===== config.mk =====
export PLATFORM = sky130hd
export DESIGN_NAME = iram_boot_loader
export DESIGN_NICKNAME = d
export VERILOG_FILES = /design/src/rtl/boot_loader_pkg.sv /design/src/rtl/iram_boot_loader.sv
export SDC_FILE = /design/constraint.sdc
export NUM_CORES = 1
export LEC_CHECK = 0
export BUFFER_PORTS_ARGS = -buffer_cell sky130_fd_sc_hd__buf_2
export CAP_MARGIN = 0
export CORE_MARGIN = 4
export CORE_UTILIZATION = 23
export CTS_CLUSTER_DIAMETER = 30
export DETAILED_ROUTE_END_ITERATION = 10
export GPL_TIMING_DRIVEN = 0
export PLACE_DENSITY = 0.5
export REMOVE_ABC_BUFFERS = 1
export SLEW_MARGIN = 20
export SYNTH_ARGS = -nofsm -noshare
export SYNTH_HDL_FRONTEND = slang
export SYNTH_SLANG_ARGS = --single-unit

===== constraint.sdc =====
create_clock -name clock -period 3.9 [get_ports clock]
set_input_delay 0.585 -clock clock [delete_from_list [all_inputs] [get_ports clock]]
set_output_delay 0.585 -clock clock [all_outputs]
set_load 0.01 [all_outputs]

===== src/rtl/boot_loader_pkg.sv =====
// Shared types and constants for the IRAM boot loader: FSM state encoding
// and the stream framing sizes.
package boot_loader_pkg;

    typedef enum logic [2:0] {
        HDR_LO,
        HDR_HI,
        DATA,
        CHECK,
        DONE,
        ERR
    } boot_state_t;

    localparam int HDR_BYTES  = 2;
    localparam int WORD_BYTES = 4;

endpackage


===== src/rtl/iram_boot_loader.sv =====
// Byte-stream loader for the instruction RAM: length header, LE words, XOR checksum.
// Writes words from address 0 and releases the core reset only after a verified load.
module iram_boot_loader
    import boot_loader_pkg::*;
#(
    parameter int ADDR_WIDTH = 7
) (
    input  logic                  clock,
    input  logic                  reset,
    input  logic                  in_valid,
    output logic                  in_ready,
    input  logic [7:0]            in_data,
    output logic                  mem_write,
    output logic [ADDR_WIDTH-1:0] mem_addr,
    output logic [31:0]           mem_data,
    output logic                  core_reset_n,
    output logic                  done,
    output logic                  error
);

    // One extra bit so a full-capacity load can count to 2**ADDR_WIDTH without wrapping.
    localparam int CNT_W = ADDR_WIDTH + 1;
    localparam logic [CNT_W-1:0] CNT_ONE   = CNT_W'(1);
    localparam logic [16:0]      N_MAX     = 17'(2 ** ADDR_WIDTH);
    localparam logic [1:0]       LAST_BYTE = 2'(WORD_BYTES - 1);

    boot_state_t           state_reg, state_next;
    logic [7:0]            n_lo_reg, n_lo_next;
    logic [CNT_W-1:0]      n_reg, n_next;
    logic [CNT_W-1:0]      word_cnt_reg, word_cnt_next;
    logic [1:0]            byte_cnt_reg, byte_cnt_next;
    logic [7:0]            csum_reg, csum_next;
    logic                  mem_write_reg, mem_write_next;
    logic [ADDR_WIDTH-1:0] mem_addr_reg, mem_addr_next;
    logic [31:0]           mem_data_reg, mem_data_next;
    logic                  in_ready_reg, in_ready_next;
    logic                  done_reg, done_next;
    logic                  error_reg, error_next;
    logic                  core_reset_n_reg, core_reset_n_next;

    logic                  accept;
    logic [15:0]           hdr_n;
    logic [23:0]           asm_low;

    assign accept = in_valid && in_ready_reg;
    assign hdr_n  = {in_data, n_lo_reg};

    // Lower three bytes of the word being assembled; the top byte comes
    // straight from the stream when the word completes.
    genvar gi;
    generate
        for (gi = 0; gi < WORD_BYTES - 1; gi++) begin : g_asm
            logic [7:0] lane_reg;
            always_ff @(posedge clock) begin
                if (reset) begin
                    lane_reg <= '0;
                end else if (accept && state_reg == DATA && byte_cnt_reg == 2'(gi)) begin
                    lane_reg <= in_data;
                end
            end
            assign asm_low[8*gi +: 8] = lane_reg;
        end
    endgenerate

    always_ff @(posedge clock) begin
        if (reset) begin
            state_reg        <= HDR_LO;
            n_lo_reg         <= '0;
            n_reg            <= '0;
            word_cnt_reg     <= '0;
            byte_cnt_reg     <= '0;
            csum_reg         <= '0;
            mem_write_reg    <= 1'b0;
            mem_addr_reg     <= '0;
            mem_data_reg     <= '0;
            in_ready_reg     <= 1'b0;
            done_reg         <= 1'b0;
            error_reg        <= 1'b0;
            core_reset_n_reg <= 1'b0;
        end else begin
            state_reg        <= state_next;
            n_lo_reg         <= n_lo_next;
            n_reg            <= n_next;
            word_cnt_reg     <= word_cnt_next;
            byte_cnt_reg     <= byte_cnt_next;
            csum_reg         <= csum_next;
            mem_write_reg    <= mem_write_next;
            mem_addr_reg     <= mem_addr_next;
            mem_data_reg     <= mem_data_next;
            in_ready_reg     <= in_ready_next;
            done_reg         <= done_next;
            error_reg        <= error_next;
            core_reset_n_reg <= core_reset_n_next;
        end
    end

    always_comb begin
        state_next     = state_reg;
        n_lo_next      = n_lo_reg;
        n_next         = n_reg;
        word_cnt_next  = word_cnt_reg;
        byte_cnt_next  = byte_cnt_reg;
        csum_next      = csum_reg;
        mem_write_next = 1'b0;
        mem_addr_next  = mem_addr_reg;
        mem_data_next  = mem_data_reg;

        unique case (state_reg)
            HDR_LO: begin
                if (accept) begin
                    n_lo_next  = in_data;
                    state_next = HDR_HI;
                end
            end
            HDR_HI: begin
                if (accept) begin
                    if ({1'b0, hdr_n} > N_MAX) begin
                        state_next = ERR;
                    end else if (hdr_n == 16'd0) begin
                        state_next = CHECK;
                    end else begin
                        n_next     = hdr_n[CNT_W-1:0];
                        state_next = DATA;
                    end
                end
            end
            DATA: begin
                if (accept) begin
                    csum_next     = csum_reg ^ in_data;
                    byte_cnt_next = byte_cnt_reg + 2'd1;
                    if (byte_cnt_reg == LAST_BYTE) begin
                        mem_write_next = 1'b1;
                        mem_data_next  = {in_data, asm_low};
                        mem_addr_next  = word_cnt_reg[ADDR_WIDTH-1:0];
                        word_cnt_next  = word_cnt_reg + CNT_ONE;
                        if (word_cnt_reg == n_reg - CNT_ONE) begin
                            state_next = CHECK;
                        end
                    end
                end
            end
            CHECK: begin
                if (accept) begin
                    state_next = (in_data == csum_reg) ? DONE : ERR;
                end
            end
            DONE:    state_next = DONE;
            ERR:     state_next = ERR;
            default: state_next = HDR_LO;
        endcase
    end

    // Status flags lag the terminal state by one cycle, which keeps done
    // strictly after the final write pulse.
    always_comb begin
        in_ready_next     = (state_next == HDR_LO) || (state_next == HDR_HI) ||
                            (state_next == DATA)   || (state_next == CHECK);
        done_next         = (state_reg == DONE);
        core_reset_n_next = (state_reg == DONE);
        error_next        = (state_reg == ERR);
    end

    assign in_ready     = in_ready_reg;
    assign mem_write    = mem_write_reg;
    assign mem_addr     = mem_addr_reg;
    assign mem_data     = mem_data_reg;
    assign done         = done_reg;
    assign error        = error_reg;
    assign core_reset_n = core_reset_n_reg;

endmodule


* Yosys cells after proc, flatten, opt, wreduce, memory -nomap -nowiden *
Index checks and enable logic that the tools add are counted.

operators by class
  add/sub/neg operators = 3
  multipliers = 0
  div/mod/pow operators = 0
  $lt $le $gt $ge = 1
  equal/unequal tests = 13
  shift operators = 0
  muxes and demuxes = 11
  bitwise operators = 5
  reduce and logical (&&, ||, !) cells = 17

operators with widths
  cell                                                                   count
  3-bit two-way mux                                                      7
  3-bit one-hot mux with 6 select lines                                  1
  8-bit == test                                                          2
  16-bit by 8-bit > comparator with 1-bit output, second input constant  1
  16-bit logical NOT                                                     1
  3-bit by 2-bit == test with 1-bit output, second input constant        4
  8-bit by 1-bit adder with 8-bit output, second input constant          1
  8-bit by 1-bit subtractor with 8-bit output, second input constant     1
  8-bit bitwise XOR                                                      1
  3-bit by 1-bit == test with 1-bit output, second input constant        2
  3-bit == test, second input constant                                   2
  3-bit logical NOT                                                      2
  1-bit logical AND                                                      5
  2-bit == test, second input constant                                   2
  1-bit inverter                                                         4
  2-bit AND reduction                                                    2
  4-bit AND reduction                                                    1
  1-bit logical OR                                                       3
  1-bit two-way mux                                                      3
  3-bit AND reduction                                                    1
  3-bit OR reduction                                                     1
  2-bit by 1-bit adder with 2-bit output, second input constant          1
  2-bit by 1-bit == test with 1-bit output, second input constant        1
  2-bit logical NOT                                                      1

storage, ports and cells
  bits in registers = 104
  latch bits = 0
  RAM bits = 0
  bits in read-only memories = 0
  input bits = 11
  output and inout bits = 44
  word-level logic and storage cells = 65
  memories kept = 0

* Depth between registers and ports, before layout *
Gate-level depths: netlist of the first run.

  word-level depth = 10
  gate-level depth with buffers = 8

* Least setup slack after synthesis of the first run *
No wires, ideal clock.

  path kind = input to register
  from = input port in_data[5]
  to = register n_reg[0]
  library setup time = 0.128 ns
  arrival time = 1.961 ns
  required time = 3.772 ns
  path slack = 1.812 ns
  stages = 6
  cell sequence = buf_4 nor4_4 nand4_2 nor4_4 mux2i_1 nor2_1

on the way
  cells in the longest elaborated chain, start to end = 3
  elaborated cells on any way between the ends = 5

RTL lines
  element                                                                               RTL line                                          source
  start: declaration                                                                    iram_boot_loader.sv:12                            input logic [7:0] in_data,
  16-bit by 8-bit > comparator with 1-bit output or 16-bit logical NOT (tied branches)  iram_boot_loader.sv:117, iram_boot_loader.sv:119
  1-bit inverter (no source line)                                                       --
  4-bit AND reduction (no source line) (*)                                              --
  end signal: assignment                                                                iram_boot_loader.sv:83                            n_reg <= n_next;
  end: declaration                                                                      iram_boot_loader.sv:29                            logic [CNT_W-1:0] n_reg, n_next;

Mark *: on every way between the ends. The rest lies on a longest branch, timed or not.
A chain may end at the register's enable or synchronous reset.

* Worst setup path after layout of the first run *
  from = register state_reg[1]
  to = register state_reg[0]

on the way
  cells in the longest elaborated chain, start to end = 2
  elaborated cells on any way between the ends = 7

RTL lines
  element                                    RTL line                 source
  start: declaration                         iram_boot_loader.sv:27   boot_state_t state_reg, state_next;
  start signal: assignment                   iram_boot_loader.sv:81   state_reg <= state_next;
  3-bit == test (tied with other cells)      iram_boot_loader.sv:108  unique case (state_reg)
  3-bit one-hot mux with 6 select lines (*)  iram_boot_loader.sv:108

Marks and branches as above.

==> flow_summary.toml, run 1 <==
[global_routing]
grt_overflow = 0
grt_util_all_layers_pct = 9.049
grt_pass1_wl_um = 16070
grt_max_degree = 75
grt_pass1_vias = 3126
grt_antenna_before_repair = 0

[cells_and_area]
largest_reg_flops = 32
final_cell_area_mm2 = 0.005106
syn_to_final_growth_pct = 17.44
fill_cells = 2026
nNetsFinal = 552
drive_gt1_share_pct = 15.93
n_antenna_cell = 0

[worst_hold_path]
min_delay_path_depth = 2
hold_path.class = "reg -> reg"

[logic_synthesis]
ys.warnings.count = 0
async_flop_share_pct = 0
ys_seq_elements = 104
synth_edf_count = 0
synth_top_area_cell = "dfxtp_1"
ys.flop_type = "dfxtp_1"
synth.avg_cell_area_um2 = 8.610
synthTopCellsByArea = "dfxtp_1 48%, nand2_1 9.6%, mux2i_1 7.6%"
synth_cell_type_count = 39
synth_cells = 505
synth_top_area_share_pct = 47.88
netlist_area_mm2 = 0.004348
ys_seq_area_share_pct = 47.88

[route]
route.detailed.drc = 0
wire_per_inst_um = 12.36
drtIter0Drc = 129
routed_wl_um = 9567
ant_nets = 0
num_vias = 3334
vias_per_cell = 4.307
first_pass_iters = 4

[die]
ios = 55
fp.dieH_um = 145.5
coreArea_mm2 = 0.01864
start_util_pct = 23.32
die_area_mm2 = 0.02117
die_w_um = 145.5
rows = 50

[timing]
fin_skew_ps = 7.166
fin_crit_sh_pct = 73.16
relSlewSlack_pct = 35.57
min_period_ps = 2853
whs_ps = 453.7
setup_viol_count_final = 0
maxSlewViolCount = 0
max_slew.worst_pin.slew_ps = 962.9
hold_viol = 0
layout_setup_ws_ps = 1047
tns_ps = 0
fmax_ghz = 0.3505
grt_setup_unrepaired = "false"

[power]
power_leakage_nw = 1.869
max-vdd-ir-drop_v = 0.0001736
powerDensity_mw_per_mm2 = 413.6

[clock_tree]
clkSlewWorstSetupHoldPaths_ps = 70
cts_sinks = 104
cts_tree = "done"
clock_path_buffers = 2
cts-resized-gates = 0
hold_buffers = 0
postCtsSetupRepairBufs = 0
clock_latency_ps = 340
htree_levels = 3
cts_buffers = 9
cts-root-buf = "clkbuf_16"

[placement]
routabilityCongestion = 0.8311
place_area_mm2 = 0.004787
dp_slack_ps = 835.6
hpwl_um = 6699
io_buffers = 54

[setup_path]
r2r_cells = 5
crit_arrival_ps = 3140
critPathLaunchType = "register"
cp-end-kind = "register"
worst-path-max-fanout = 42
worstSetupPathType = "reg -> reg"
worstPathRequired_ps = 4190

[run]
maxCapViolations = 0

[status]
status = "completed"
power breakdown:
group	switching (mW)	internal, mW	leakage, nW
logic	0.0505	0.0224	0.878
registers	0.00818	1.07	0.839
clock network	0.401	0.563	0.152
total	0.460	1.65	1.87
worst max-delay path: stages, from the launching register on:
cell and delay (ps):
dfxtp_1 570, nand4b_4 180, nor2_1 760, nand2_2 720, nor3_1 380, a31o_2 180
kinds of logic (layout without fill, tap and decap cells):
kind of cell,after synthesis,after routing,share of synthesized area [%]
AO/OA/AOI/OAI,67,67,8.345
XOR/XNOR,33,33,6.648
adder cells (fa/ha/maj),6,6,1.727
buffers and inverters,45,80,4.834
flip-flops,104,104,47.88
multiplexers,33,33,7.597
AND/OR/NAND/NOR,217,217,22.96
worst paths after layout:
kind | startpoint | end | slack (ps)
hold reg to reg | mem_addr[0] | mem_addr[0] | 450
setup / recovery | state_reg[1] | state_reg[0] | 1050
hold / removal | mem_addr[0] | mem_addr[0] | 450
setup reg to reg | state_reg[1] | state_reg[0] | 1050
cells in the mapped netlist (3+ instances only):
library cell    n
nand2_1       111
nor4_1          4
o21ai_0         3
buf_6           3
clkbuf_1       27
xnor2_1        18
buf_4           3
buf_2           6
ha_1            6
nor4_4          3
a21oi_1        55
nor2_1         55
mux2i_1        33
or3_1           3
nand4_1         3
inv_1           6
nor3_1         10
nand3_1        11
xor2_1         15
dfxtp_1       104
and2_1          4
routing by layer:
| metal | vias to the layer above | wire length [um] | GRT usage [%] |
|---|---|---|---|
| li1 | 1721 | - | - |
| met1 | 1569 | 4468 | 11.40 |
| met2 | 34 | 4781 | 15.63 |
| met3 | 10 | 194 | 1.869 |
| met4 | 0 | 122 | 2.707 |
| met5 | - | 0 | 0 |
placed cells by master (no fill, tap or decap), types with 3 or more instances in the layout:
cell type and n:
mux2i_1 33, buf_2 53, dfxtp_1 104, nand3_1 11, nand2_1 110, clkbuf_16 9, buf_4 3, nor4_4 3
nor4_1 4, nand4_1 3, o21ai_0 3, or3_1 3, ha_1 6, xor2_1 15, and2_1 4, xnor2_1 18
nor3_1 9, inv_1 6, a21oi_1 55, nor2_1 55
cell type report:
class | count | area [um^2] | area share (%)
clock buffers | 9 | 225.2 | 4.411
clock inverters | 7 | 93.84 | 1.838
inverters | 6 | 22.52 | 0.4411
multi-input cells | 356 | 2063 | 40.41
flip-flops and latches | 104 | 2082 | 40.77
well taps | 234 | 292.8 | 5.734
repair buffers | 58 | 326.6 | 6.395
through the flow:
| stage | std cells | util, % | power (mW) |
|---|---|---|---|
| global route | 774 | 27.39 | 2.193 |
| floorplan | 466 | - | 1.126 |
| CTS | 774 | 27.39 | 2.140 |
| finish | 774 | 27.39 | 2.112 |
| global placement | 754 | 25.34 | 1.170 |
| detailed placement | 758 | 25.68 | 1.175 |
No activity file was read; power rests on OpenSTA's default activity.
==> run 2: changes to the inputs <==
Settings changed: PLACE_DENSITY 0.5 to 0.51.
Clock period 3.9 ns to 2.5 ns, I/O delays scaled along.
==> flow_summary.toml, run 2 (synthesized netlist as in run 1, its figures left out) <==
[status]
status = "completed"

[power]
clkPwrFrac_pct = 45.2
switchingPower_mw = 0.7706
max-vdd-ir-drop_v = 0.0002862
switching_share_pct = 23.58
power_leakage_nw = 1.881
power.share.combinational_pct = 3.5
powerDensity_mw_per_mm2 = 637.8
total_power_mw = 3.268
power.internal_mw = 2.497
seqPwrFrac_pct = 51.3

[placement]
routabilityCongestion = 0.7538
dp_slack_ps = -273.2
place_area_mm2 = 0.004807
dp.cells = 760
io_buffers = 54
hpwl_um = 6693

[global_routing]
grt_pass1_wl_um = 16470
use_met2_pct = 15.31
grt_pass1_vias = 3096
grt_util_all_layers_pct = 9.344
top_usage_layer = "met2"
gr-usage-met1_pct = 12.31
grt_overflow = 0
grt_antenna_before_repair = 0
use_met3_pct = 1.931
grt_max_degree = 54

[clock_tree]
clock_path_buffers = 2
clkSlewWorstSetupHoldPaths_ps = 80
cts-root-buf = "clkbuf_16"
cts_sinks = 104
htree_levels = 3
postCtsSetupRepairBufs = 0
cts_tree = "done"
clock_latency_ps = 350
cts_buffers = 9

[cells_and_area]
post-route-util_pct = 27.48
layout_commonest_cell = "nand2_1"
final_cell_area_mm2 = 0.005124
final_cell_mix = "110 x nand2_1, 104 x dfxtp_1, 55 x a21oi_1, 54 x nor2_1, 53 x buf_2"
largest_reg_flops = 32
drive_gt1_share_pct = 16.79
n_antenna_cell = 0
nNetsFinal = 554
fill_cells = 2037
regArea_mm2 = 0.002082
multi_input_area_mm2 = 0.002068
fin_cells = 776
syn_to_final_growth_pct = 17.84

[setup_path]
worst-path-max-fanout = 14
crit_arrival_ps = 2520
cp-startpoint = "state_reg[1]"
worstReg2RegEnd = "g_asm[2].lane_reg[2]"
r2r_cells = 5
r2r_setup_slack_ps = 190
r2r-start = "state_reg[1]"
worstPathRequired_ps = 2720
worstSetupPathType = "reg -> reg"
worstPathCellList = "nand4b_4, nor2_2, and2_1, mux2i_1, nor2_1"
crit_end = "g_asm[2].lane_reg[2]"
cp_slowest_cell = "and2_1"
cp-end-kind = "register"
critPathLaunchType = "register"
cpPeakStageDelay_ps = 610

[route]
num_vias = 3279
ant_nets = 0
route.detailed.drc = 0
drtIter0Drc = 83
first_pass_iters = 4
wire_per_inst_um = 12.51
vias_per_cell = 4.226
routed_wl_um = 9709

[timing]
max_slew.worst_pin.slew_ps = 681.5
fin_skew_ps = 11.34
grt_setup_unrepaired = "false"
tns_ps = 0
whs_ps = 370.7
hold_viol = 0
maxSlewViolCount = 0
setup_viol_count_final = 0
fin_crit_sh_pct = 92.36
layout_setup_ws_ps = 191.0
fmax_ghz = 0.4331
min_period_ps = 2309
relSlewSlack_pct = 54.32

[die]
die_area_mm2 = 0.02117
ios = 55
coreArea_mm2 = 0.01864
die_w_um = 145.5
start_util_pct = 23.32
rows = 50
fp.dieH_um = 145.5

[worst_hold_path]
hold_path.class = "in -> reg"

[run]
maxCapViolations = 0
## run 2: changes by cell type in the layout (fill, tap and decap cells not counted), sizes merged
cell,change
buf,+2
inv,+2
bufinv,-1
clkinvlp,-1
## run 2: worst min-delay path by stage
stage | start | end | slack, ps | depth (start not counted)
after CTS | in_data[6] | mem_data[30] | 360 | 3
after detailed placement | mem_data[15] | mem_data[15] | 440 | 2
after global routing | in_data[6] | mem_data[30] | 370 | 3
after floorplan | g_asm[0].lane_reg[0] | mem_data[0] | 430 | 2
after global placement | mem_data[15] | mem_data[15] | 440 | 2
final | in_data[5] | mem_data[29] | 370 | 3
## run 2: area by class of cell
type | count | area share (%)
Tap cell | 234 | 5.714
Inverter | 6 | 0.4396
Timing Repair Buffer | 60 | 6.764
Clock inverter | 7 | 1.685
Sequential cell | 104 | 40.64
Clock buffer | 9 | 4.396
Multi-Input combinational cell | 356 | 40.37
## run 2: power by group through the flow
stage	logic (mW)	clock network [mW]	registers (mW)
after global routing	0.126	1.60	1.68
after detailed placement	0.116	0	1.72
after floorplan	0.0432	0	1.71
after global placement	0.112	0	1.72
final	0.113	1.48	1.68
after CTS	0.116	1.53	1.68
## run 2: routing by layer
metal | vias to the layer above | part of all wire (%)
met5 | - | 0
met4 | 0 | 1.1
met3 | 8 | 2.2
met2 | 31 | 47
met1 | 1506 | 50
li1 | 1734 | -
## run 2: worst max-delay path, delay by kind of cell, from the launching register on
kind | cells | cell delay, ps
AND/OR/NAND/NOR | 4 | 1350
multiplexers | 1 | 250
flip-flops | 1 | 580
## run 2: timing repair
action	CTS	global route
resized for setup	1	2
hold buffers	0	0
setup endpoints to repair	56	9
==> run 3: changes to the inputs <==
Settings changed: ABC_AREA from default to 1, CORE_ASPECT_RATIO from default to 0.8.
==> flow_summary.toml, run 3 <==
[logic_synthesis]
async_flop_share_pct = 0
synth_common_cells = "104 x dfxtp_1, 102 x nand2_1, 90 x nor2_1"
synth_top_area_cell = "dfxtp_1"
yosysMostFrequentCell = "dfxtp_1"
netlist_area_mm2 = 0.004325
synth_top_area_share_pct = 48.13
synth_edf_count = 0
synth_cells = 586
ys_seq_elements = 104
synthTopCellsByArea = "dfxtp_1 48%, nand2_1 8.9%, a21oi_1 8.3%"
synth_cell_type_count = 26
ys.flop_type = "dfxtp_1"
ys.warnings.count = 0
ys_seq_area_share_pct = 48.13
synth.avg_cell_area_um2 = 7.381

[setup_path]
crit_arrival_ps = 2360
worst-path-max-fanout = 59
worstPathRequired_ps = 2730
r2r-start = "byte_cnt_reg[1]"
r2r_cells = 8
critPathLaunchType = "register"
worstSetupPathType = "reg -> reg"
worstReg2RegEnd = "word_cnt_reg[5]"
cp-end-kind = "register"
r2r_setup_slack_ps = 370

[global_routing]
grt_pass1_vias = 3431
grt_overflow = 0
grt_max_degree = 60
grt_util_all_layers_pct = 10.46
grt_pass1_wl_um = 17780
grt_antenna_before_repair = 0

[cells_and_area]
n_antenna_cell = 0
nNetsFinal = 639
largest_reg_flops = 32
layout_commonest_cell = "dfxtp_1"
syn_to_final_growth_pct = 16.69
drive_gt1_share_pct = 13.40
final_cell_mix = "104 x dfxtp_1, 102 x nand2_1, 90 x nor2_1, 72 x a21oi_1, 66 x o21ai_0"
post-route-util_pct = 27.53

[timing]
fin_crit_sh_pct = 85.17
setup_viol_count_final = 0
hold_viol = 0
grt_setup_unrepaired = "false"
whs_ps = 396.2
relSlewSlack_pct = 50.07
max_slew.worst_pin.slew_ps = 749.0
fmax_ghz = 0.4697
min_period_ps = 2129
fin_skew_ps = 8.431
maxSlewViolCount = 0

[route]
first_pass_iters = 4
vias_per_cell = 4.091
wire_per_inst_um = 12.03
route.detailed.drc = 0
routed_wl_um = 10590
num_vias = 3600
drtIter0Drc = 237
ant_nets = 0

[clock_tree]
htree_levels = 3
postCtsSetupRepairBufs = 0
clkSlewWorstSetupHoldPaths_ps = 70
cts_buffers = 9
cts-root-buf = "clkbuf_16"
clock_latency_ps = 340
clock_path_buffers = 2
hold_buffers = 0
cts_tree = "done"
cts_sinks = 104

[die]
fp.dieH_um = 130.7
start_util_pct = 23.59
die_area_mm2 = 0.02108
rows = 44
ios = 55
die_w_um = 161.3
coreArea_mm2 = 0.01833

[placement]
io_buffers = 54
routabilityCongestion = 0.7661
hpwl_um = 7262

[power]
total_power_mw = 3.144
powerDensity_mw_per_mm2 = 622.8
max-vdd-ir-drop_v = 0.0003101
power_leakage_nw = 2.148

[worst_hold_path]
hold_path.class = "in -> reg"
min_from = "in_data[2]"
min_delay_path_depth = 3
min_to = "g_asm[1].lane_reg[2]"

[status]
status = "completed"

[run]
maxCapViolations = 0
==> run 3: cell types whose count changed after synthesis, moves of 10 or more <==
| cell | delta |
|---|---|
| nand3_1 | +21 |
| nor3_1 | -10 |
| xnor2_1 | -15 |
| mux2i_1 | -33 |
| a21oi_1 | +17 |
| o21ai_0 | +63 |
| nor2_1 | +35 |
| clkbuf_1 | -14 |
| inv_1 | +47 |
==> run 3: power by group <==
group | switching [mW] | internal (mW)
combinational | 0.110 | 0.0456
sequential | 0.0122 | 1.67
clock | 0.602 | 0.702
==> run 3: critical path: stages, from the launching register on <==
cell	delay, ps
dfxtp_1	360
ha_1	150
inv_1	60
nor2_1	130
nand2_2	380
inv_6	480
nand4_1	210
o21ai_1	170
a21oi_1	50
==> run 3: repair_timing <==
item                                    CTS  global route
endpoints found under the setup margin    2             2
endpoints found under the hold margin     0             0
gates resized for setup                   1             1
pin swaps                                 0             0
gates cloned                              0             0
==> run 3: final cells by class <==
class	instances	area, um^2
clock buffers	13	250.2
clock inverters	3	17.52
fillers	2038	13290
inverters	56	215.2
multi-input cells	396	1876
flip-flops and latches	104	2082
well taps	253	316.6
repair buffers	55	290.3
==> run 3: how the worst max path moves through the flow <==
stage	from	endpoint	slack [ps]	depth (start not counted)
after global placement	reset	mem_data[18]	-420	4
after floorplan	byte_cnt_reg[0]	word_cnt_reg[5]	620	8
after CTS	byte_cnt_reg[1]	word_cnt_reg[5]	200	8
after detailed placement	in_valid	word_cnt_reg[5]	-130	8
final	byte_cnt_reg[1]	word_cnt_reg[5]	370	8
after global routing	byte_cnt_reg[1]	word_cnt_reg[5]	50	8
==> run 3: cell families after synthesis <==
kind of cell | count (synthesis) | synth area share, %
buffers and inverters | 86 | 8.504
and+or+nand+nor | 239 | 23.20
AOI/OAI and AO/OA | 141 | 16.40
DFF | 104 | 48.13
adders and majority gates | 6 | 1.736
xor gates and xnor gates | 10 | 2.025
==> run 3: routing by layer <==
layer | up-vias | global-route usage, % | wire (um)
met4 | 0 | 2.407 | 46
met1 | 1589 | 15.61 | 5825
met2 | 55 | 15.02 | 4256
met3 | 2 | 2.791 | 461
li1 | 1954 | - | -
met5 | - | 0 | 0
==> run 3: stage by stage <==
stage | setup TNS, ps | instance area [um^2] | worst slack [ps] | std cells
2_1_floorplan | 0 | 4168 | 620.2 | 556
3_3_place_gp | -15840 | 4755 | -419.6 | 863
3_5_place_dp | -162.7 | 4775 | -133.0 | 864
4_1_cts | 0 | 5045 | 203.2 | 880
5_1_grt | 0 | 5047 | 52.66 | 880
6_report | 0 | 5047 | 370.8 | 880
